`src/rtl/rdcla_pkg.sv`:
```
// Shared types and constants for the recursive-doubling carry-lookahead adder.
// kpg_t encodes per-bit carry status: K (carry killed), P (carry propagated),
// G (carry generated). K is all-zero, so a cleared rank reads as "no carry".
package rdcla_pkg;

  typedef enum logic [1:0] {
    K = 2'b00,
    P = 2'b01,
    G = 2'b10
  } kpg_t;

  localparam int unsigned RDCLA_WIDTH   = 32;
  localparam int unsigned RDCLA_STAGES  = $clog2(RDCLA_WIDTH);
  localparam int unsigned RDCLA_LATENCY = RDCLA_STAGES + 1;

endpackage

```
`src/rtl/rdcla_kpg_cell.sv`:
```
// Combinational K/P/G combine operator, one per bit per doubling stage.
// Ports:
//   hi    - status symbol of the higher-order span
//   lo    - status symbol of the adjacent lower-order span
//   res_c - combined status: lo when hi propagates, otherwise hi
module rdcla_kpg_cell
  import rdcla_pkg::*;
(
  input  logic [1:0] hi,
  input  logic [1:0] lo,
  output logic [1:0] res_c
);

  always_comb begin
    res_c = hi;
    if (hi == 2'(P)) res_c = lo;
  end

endmodule

```
`src/rtl/rdcla.sv`:
```
// Fully pipelined parallel-prefix (recursive-doubling) adder.
// One input rank, one rank per doubling stage, one output rank:
// operands sampled at edge k appear on sum/cout after edge k+STAGES+1.
// Ports:
//   clk   - rising-edge clock
//   rst_n - synchronous active-low reset, clears every rank
//   a, b  - unsigned addends
//   cin   - carry-in
//   sum   - registered (a+b+cin) mod 2^WIDTH
//   cout  - registered carry-out of the top bit
module rdcla
  import rdcla_pkg::*;
#(
  parameter int unsigned WIDTH = RDCLA_WIDTH
) (
  input  logic             clk,
  input  logic             rst_n,
  input  logic [WIDTH-1:0] a,
  input  logic [WIDTH-1:0] b,
  input  logic             cin,
  output logic [WIDTH-1:0] sum,
  output logic             cout
);

  localparam int unsigned STAGES = $clog2(WIDTH);

  // sym_q[0] is the input rank; sym_q[s+1] is the rank after doubling stage s.
  logic [STAGES:0][WIDTH-1:0][1:0]   sym_q;
  logic [STAGES-1:0][WIDTH-1:0][1:0] nxt_c;
  logic [STAGES:0][WIDTH-1:0]        x_q;
  logic [STAGES:0]                   cin_q;

  logic [WIDTH-1:0][1:0] init_c;
  logic [WIDTH-1:0]      carry_c;

  // Initial per-bit status; bit 0 absorbs cin so it is never P, which
  // guarantees every prefix resolves to K or G after the last stage.
  always_comb begin
    for (int i = 1; i < WIDTH; i++) begin
      if (a[i] ^ b[i])  init_c[i] = 2'(P);
      else if (a[i])    init_c[i] = 2'(G);
      else              init_c[i] = 2'(K);
    end
    init_c[0] = ((a[0] & b[0]) | ((a[0] ^ b[0]) & cin)) ? 2'(G) : 2'(K);
  end

  // Doubling stage j combines each bit with the span 2^j positions below.
  for (genvar j = 0; j < STAGES; j++) begin : g_stage
    for (genvar i = 0; i < WIDTH; i++) begin : g_bit
      if (i >= (1 << j)) begin : g_cell
        rdcla_kpg_cell u_cell (
          .hi    (sym_q[j][i]),
          .lo    (sym_q[j][i - (1 << j)]),
          .res_c (nxt_c[j][i])
        );
      end else begin : g_pass
        assign nxt_c[j][i] = sym_q[j][i];
      end
    end
  end

  // Resolved prefix: carry out of bit i is set iff its status is G.
  always_comb begin
    for (int i = 0; i < WIDTH; i++) begin
      carry_c[i] = (sym_q[STAGES][i] == 2'(G));
    end
  end

  // Pipeline ranks; a^b and cin travel alongside the symbols for the final XOR.
  always_ff @(posedge clk) begin
    if (!rst_n) begin
      sym_q <= '0;
      x_q   <= '0;
      cin_q <= '0;
      sum   <= '0;
      cout  <= 1'b0;
    end else begin
      sym_q[0]        <= init_c;
      x_q[0]          <= a ^ b;
      cin_q[0]        <= cin;
      sym_q[STAGES:1] <= nxt_c;
      x_q[STAGES:1]   <= x_q[STAGES-1:0];
      cin_q[STAGES:1] <= cin_q[STAGES-1:0];
      sum             <= x_q[STAGES] ^ {carry_c[WIDTH-2:0], cin_q[STAGES]};
      cout            <= carry_c[WIDTH-1];
    end
  end

endmodule

```
`config.mk`:
```
export PLATFORM = sky130hd
export DESIGN_NAME = rdcla
export DESIGN_NICKNAME = d
export VERILOG_FILES = /design/src/rtl/rdcla_pkg.sv /design/src/rtl/rdcla_kpg_cell.sv /design/src/rtl/rdcla.sv
export SDC_FILE = /design/constraint.sdc
export NUM_CORES = 1
export LEC_CHECK = 0
export ABC_AREA = 1
export BUFFER_PORTS_ARGS = -buffer_cell sky130_fd_sc_hd__buf_2
export CAP_MARGIN = 15
export CORE_AREA = 3 3 174 176
export CTS_BUF_LIST = sky130_fd_sc_hd__clkbuf_8
export CTS_CLUSTER_DIAMETER = 200
export CTS_CLUSTER_SIZE = 14
export DETAILED_ROUTE_END_ITERATION = 6
export DIE_AREA = 0 0 177 179
export GPL_TIMING_DRIVEN = 0
export HOLD_SLACK_MARGIN = 0.1
export PLACE_DENSITY = 0.83
export REMOVE_ABC_BUFFERS = 1
export SYNTH_ARGS = -nofsm -noshare
export SYNTH_HDL_FRONTEND = slang
export SYNTH_SLANG_ARGS = --single-unit
```
`constraint.sdc`:
```
create_clock -name clk -period 1.1 [get_ports clk]
set_input_delay 0 -clock clk [delete_from_list [all_inputs] [get_ports clk]]
set_output_delay 0 -clock clk [all_outputs]
set_load 0.005 [all_outputs]
```
==> flow_metrics.env, run 1 <==
export IMPL_ctsHoldBuffers=144
export IMPL_rows=62
export IMPL_first_pass_iters=5
export IMPL_grt_pass1_vias=12470
export IMPL_via_per_inst=4.813
export IMPL_fmax_mhz=905.2
export IMPL_yosysUniqueCellTypes=15
export IMPL_holdWs_ns=-0.1242
export IMPL_htree_levels=2
export IMPL_num_vias=12460
export IMPL_core_area_um2=28780
export IMPL_antenna_left=0
export IMPL_instances_no_fill=2588
export IMPL_synth_avg_cell_area_um2=8.760
export IMPL_syn_inst=1977
export IMPL_start_kind="flop"
export IMPL_crit_path_end_kind="flop"
export IMPL_slew_headroom=0.5198
export IMPL_clock_skew_ns=0.01601
export IMPL_tightest_slew_ns=0.7203
export IMPL_gr_total_overflow=0
export IMPL_cts_root_buf="clkbuf_8"
export IMPL_clk_latency_ns=0.58
export IMPL_synth_warnings=0
export IMPL_drive_gt1_frac=0.07396
export IMPL_area_delta_synth_final_pct=16.32
export IMPL_fin_crit_sh=1.004
export IMPL_ys_seq_area_frac=0.6681
export IMPL_drc=0
export IMPL_cp_required_ns=1.57
export IMPL_cap_violations=0
export IMPL_tritoncts="yes"
export IMPL_status="finished with violations"
export IMPL_final_setup_worst_slack_ns=-0.004714
export IMPL_cp_arrival_ns=1.57
export IMPL_rsz0062_at_grt="yes"
export IMPL_violations="hold timing, setup timing"
export IMPL_die_height_um=179
export IMPL_final_net_count=2272
export IMPL_hpwl_um=20220
export IMPL_grt_pass1_wl_um=56750
export IMPL_start_util=0.6018
export IMPL_drv_slew=0
export IMPL_grt_antenna_before_repair=0
export IMPL_placedCellCount=2404
export IMPL_netlist_area_um2=17320
export IMPL_io_pins=100
export IMPL_finalSetupTns_ns=-0.004714
export IMPL_clockBufferDepth=3
export IMPL_hold_viol_final=26
export IMPL_routabilityCongestion=0.8759
export IMPL_worstPathMaxFanout=2
export IMPL_clkSinkCount=578
export IMPL_wirelength_um=34300
export IMPL_ir_drop_uv=1160
export IMPL_dp_slack_ns=-0.6699
export IMPL_cellLeakagePower_nw=9.739
export IMPL_critical_path_class="flop to flop"
export IMPL_powerDensity_nw_per_um2=1637
export IMPL_dieWidth_um=177
export IMPL_io_buffers=99
export IMPL_clk_pin_slew_worst_paths_ns=0.08
export IMPL_die_area_um2=31680
export IMPL_cts_buffers=47
export IMPL_post_drt_wl_per_cell_um=13.25
export IMPL_grt_max_degree=111
export IMPL_grtUsageTotal=0.2200
export IMPL_drt_initial_drc_count=889
export IMPL_fin_crit_ns=1.105
export IMPL_hp_class="input pin to flop"
export IMPL_ys_seq_elements=578
export IMPL_antenna_cells=0
export IMPL_setup_viol=1
-- repair_timing --
| item | 4_1_cts | 5_1_grt |
|---|---|---|
| hold endpoints to repair | 168 | 84 |
| cloned | 2 | 0 |
| pin swaps | 0 | 0 |
| setup buffers | 0 | 2 |
| endpoints found under the setup margin | 3 | 16 |
| resized for setup | 0 | 8 |
-- layout by cell type (no fill, tap or decap), drive strengths merged --
master	n
a21boi	16
nand3	58
inv	329
a21oi	125
bufbuf	2
dfxtp	578
ha	1
and3	1
nor2	238
o21ai	79
nor3	8
dlymetal6s4s	1
clkbuf	47
buf	104
nand2	486
dlygate4sd3	130
clkinvlp	1
-- path summary, 6_finish.rpt --
path / startpoint / end / slack [ns] / cells after the start
setup reg to reg: x_q[28] / x_q[60] / -0.005 / 3
hold / removal: rst_n / cin_q[3] / -0.12 / 3
hold reg to reg: sym_q[382] / cout / 0.39 / 1
setup / recovery: x_q[28] / x_q[60] / -0.005 / 3
-- worst max-delay path, cell delays in order (launching register included) --
cell           delay [ns]
dfxtp_1              0.31
nand2_1              0.08
inv_1                0.05
dlygate4sd3_1        0.55
-- layout make-up --
class	instances	area, µm²
multi-input cells	1012	4217
clock buffers	47	646.9
inverters	328	1234
clock inverters	2	18.77
repair buffers	237	1974
fillers	1966	8635
flip-flops and latches	578	11570
well taps	384	480.5
-- kinds of logic after synthesis --
logic type,share of synthesized area
and+or+nand+nor,0.1763
DFF,0.6681
buffers and inverters,0.08893
AOI/OAI and AO/OA,0.06589
adders and majority gates,0.0007223
-- registers in the layout, indices dropped and copies added, names as in the netlist --
name	cells
cin_q	6
x_q	191
sym_q	291
cout	1
sum	32
nxt_c	57
-- metrics by stage --
step	hold slack [ns]	util	power (mW)	area, µm²
finish	-0.1242	0.7000	32.97	20150
global route	-0.06865	0.7000	34.06	20150
CTS	-0.1078	0.7035	33.05	20250
detailed placement	0.2113	0.6280	23.08	18070
global placement	0.1972	0.6249	23.09	17990
floorplan	0.09345	-	22.47	17010
-- power breakdown --
part	switching (mW)	internal [mW]
registers	0.209	21.3
logic	0.844	0.685
clock network	6.03	3.86
-- per-layer routing --
layer,vias to the layer above,part of all wire,global-route usage
met5,-,0,0
met4,0,0.032,0.08478
met3,83,0.048,0.03346
met2,343,0.49,0.3897
met1,5703,0.43,0.2714
li1,6327,-,-
-- synth_stat cells --
cell type,n,area (µm²)
dfxtp_1,578,11570
nand2_1,486,1824
inv_1,327,1227
nor2_1,238,893.4
a21oi_1,125,625.6
o21ai_0,79,395.4
nand3_1,58,290.3
buf_2,52,260.3
a21boi_0,16,120.1
nor3_1,8,40.04
buf_4,6,45.04
and3_1,1,6.260
clkbuf_1,1,3.750
ha_1,1,12.51
inv_2,1,3.750
(Power assumes the default switching activity.)
==> inputs of run 2 (changes only) <==
SKIP_LAST_GASP = 1   (was unset)
==> flow_metrics.env, run 2 (synthesis gave the netlist of run 1 again) <==
export IMPL_gr_total_overflow=0
export IMPL_drive_gt1_frac=0.07396
export IMPL_htree_levels=2
export IMPL_cpPeakStageDelay_ns=0.55
export IMPL_ir_drop_uv=1161
export IMPL_fillCellCount=1966
export IMPL_clockBufferDepth=3
export IMPL_cellLeakagePower_nw=9.725
export IMPL_antenna_left=0
export IMPL_top_register="sym_q"
export IMPL_via_per_inst=4.806
export IMPL_final_common_cell="dfxtp_1"
export IMPL_final_net_count=2272
export IMPL_start_kind="flop"
export IMPL_tritoncts="yes"
export IMPL_start_util=0.6018
export IMPL_powerDensity_nw_per_um2=1636
export IMPL_hpwl_um=20220
export IMPL_grt_max_degree=111
export IMPL_antenna_cells=0
export IMPL_fmax_mhz=905.0
export IMPL_tightest_slew_ns=0.7245
export IMPL_crit_chain="nand2_1, inv_1, dlygate4sd3_1"
export IMPL_area_delta_synth_final_pct=16.31
export IMPL_cts_root_buf="clkbuf_8"
export IMPL_grtUsageTotal=0.2200
export IMPL_instances_no_fill=2588
export IMPL_placedCellCount=2404
export IMPL_finalSetupTns_ns=-0.004972
export IMPL_critical_path_class="flop to flop"
export IMPL_clk_pin_slew_worst_paths_ns=0.08
export IMPL_grt_antenna_before_repair=0
export IMPL_clock_skew_ns=0.01849
export IMPL_crit_path_end_kind="flop"
export IMPL_fin_crit_sh=1.005
export IMPL_drv_slew=0
export IMPL_final_setup_worst_slack_ns=-0.004972
export IMPL_core_area_um2=28780
export IMPL_post_drt_wl_per_cell_um=13.23
export IMPL_setup_viol=1
export IMPL_status="finished with violations"
export IMPL_largest_register_ffs=291
export IMPL_fin_crit_ns=1.105
export IMPL_final_core_util=0.6999
export IMPL_io_buffers=99
export IMPL_grt_pass1_wl_um=56750
export IMPL_cap_violations=0
export IMPL_report_power_total_mw=32.96
export IMPL_ctsHoldBuffers=144
export IMPL_num_vias=12440
export IMPL_violations="hold timing, setup timing"
export IMPL_layout_common_cells="dfxtp_1, nand2_1, inv_1"
export IMPL_rsz0062_at_grt="yes"
export IMPL_die_height_um=179
export IMPL_drc=0
export IMPL_hold_viol_final=26
export IMPL_clkSinkCount=578
export IMPL_die_area_um2=31680
export IMPL_clk_latency_ns=0.58
export IMPL_grt_pass1_vias=12470
export IMPL_first_pass_iters=5
export IMPL_dieWidth_um=177
export IMPL_slew_headroom=0.5170
export IMPL_cts_buffers=47
export IMPL_cp_slowest_cell="dlygate4sd3_1"
export IMPL_wirelength_um=34250
export IMPL_cp_required_ns=1.57
export IMPL_hp_class="input pin to flop"
export IMPL_holdWs_ns=-0.1286
export IMPL_drt_initial_drc_count=899
export IMPL_rows=62
export IMPL_routabilityCongestion=0.8759
export IMPL_cp_arrival_ns=1.57
export IMPL_io_pins=100
export IMPL_worstPathMaxFanout=2
==> run 2: cell types whose count changed in the layout (fill, tap and decap cells not counted) <==
cell            delta
dlygate4sd3_1      +1
dlymetal6s4s_1     -1
==> run 2: final cells by class <==
cell class	count	area, µm²	share of cell area
tap	384	480.5	0.02385
clock inverter	2	18.77	0.0009317
inverter	328	1234	0.06125
clock buffer	47	646.9	0.03211
timing repair buffer	237	1972	0.09789
sequential	578	11570	0.5746
multi-input combinational	1012	4217	0.2093
==> run 2: timing repair <==
action	4_1_cts	5_1_grt
gates resized for setup	0	7
endpoints found under the setup margin	3	16
pin swaps	0	0
hold endpoints to repair	168	84
gates cloned	2	0
buffers inserted	0	2
==> run 2: critical path: cells and delay by family (launching register included) <==
family        cells  cell delay (ns)
simple gates      1             0.08
flops             1             0.31
buf+inv           2             0.60
==> run 2: stage by stage <==
step | cell area, µm² | setup slack, ns | hold WS (ns)
after floorplan | 17010 | 0.1629 | 0.09345
after global placement | 17990 | -8.427 | 0.1972
after detailed placement | 18070 | -0.6699 | 0.2113
after CTS | 20250 | 0.005274 | -0.1078
after global routing | 20140 | -0.04263 | -0.06865
final | 20140 | -0.004972 | -0.1286
==> run 2: worst paths after layout <==
| check | start | to | slack, ns | cells past startpoint |
|---|---|---|---|---|
| max | x_q[28] | x_q[60] | -0.005 | 3 |
| min | rst_n | cin_q[3] | -0.13 | 3 |
| max reg2reg | x_q[28] | x_q[60] | -0.005 | 3 |
| min reg2reg | sym_q[382] | cout | 0.39 | 1 |
==> run 2: power by group <==
group	internal, mW	switching [mW]	total, mW
logic	0.685	0.843	1.53
registers	21.3	0.209	21.5
clock network	3.86	6.02	9.89
total	25.9	7.07	33.0
==> run 2: metal layers <==
metal	share of wire	vias to the layer above	track usage
li1	-	6328	-
met1	0.43	5658	0.2714
met2	0.49	363	0.3897
met3	0.051	88	0.03346
met4	0.032	0	0.08478
met5	0	-	0
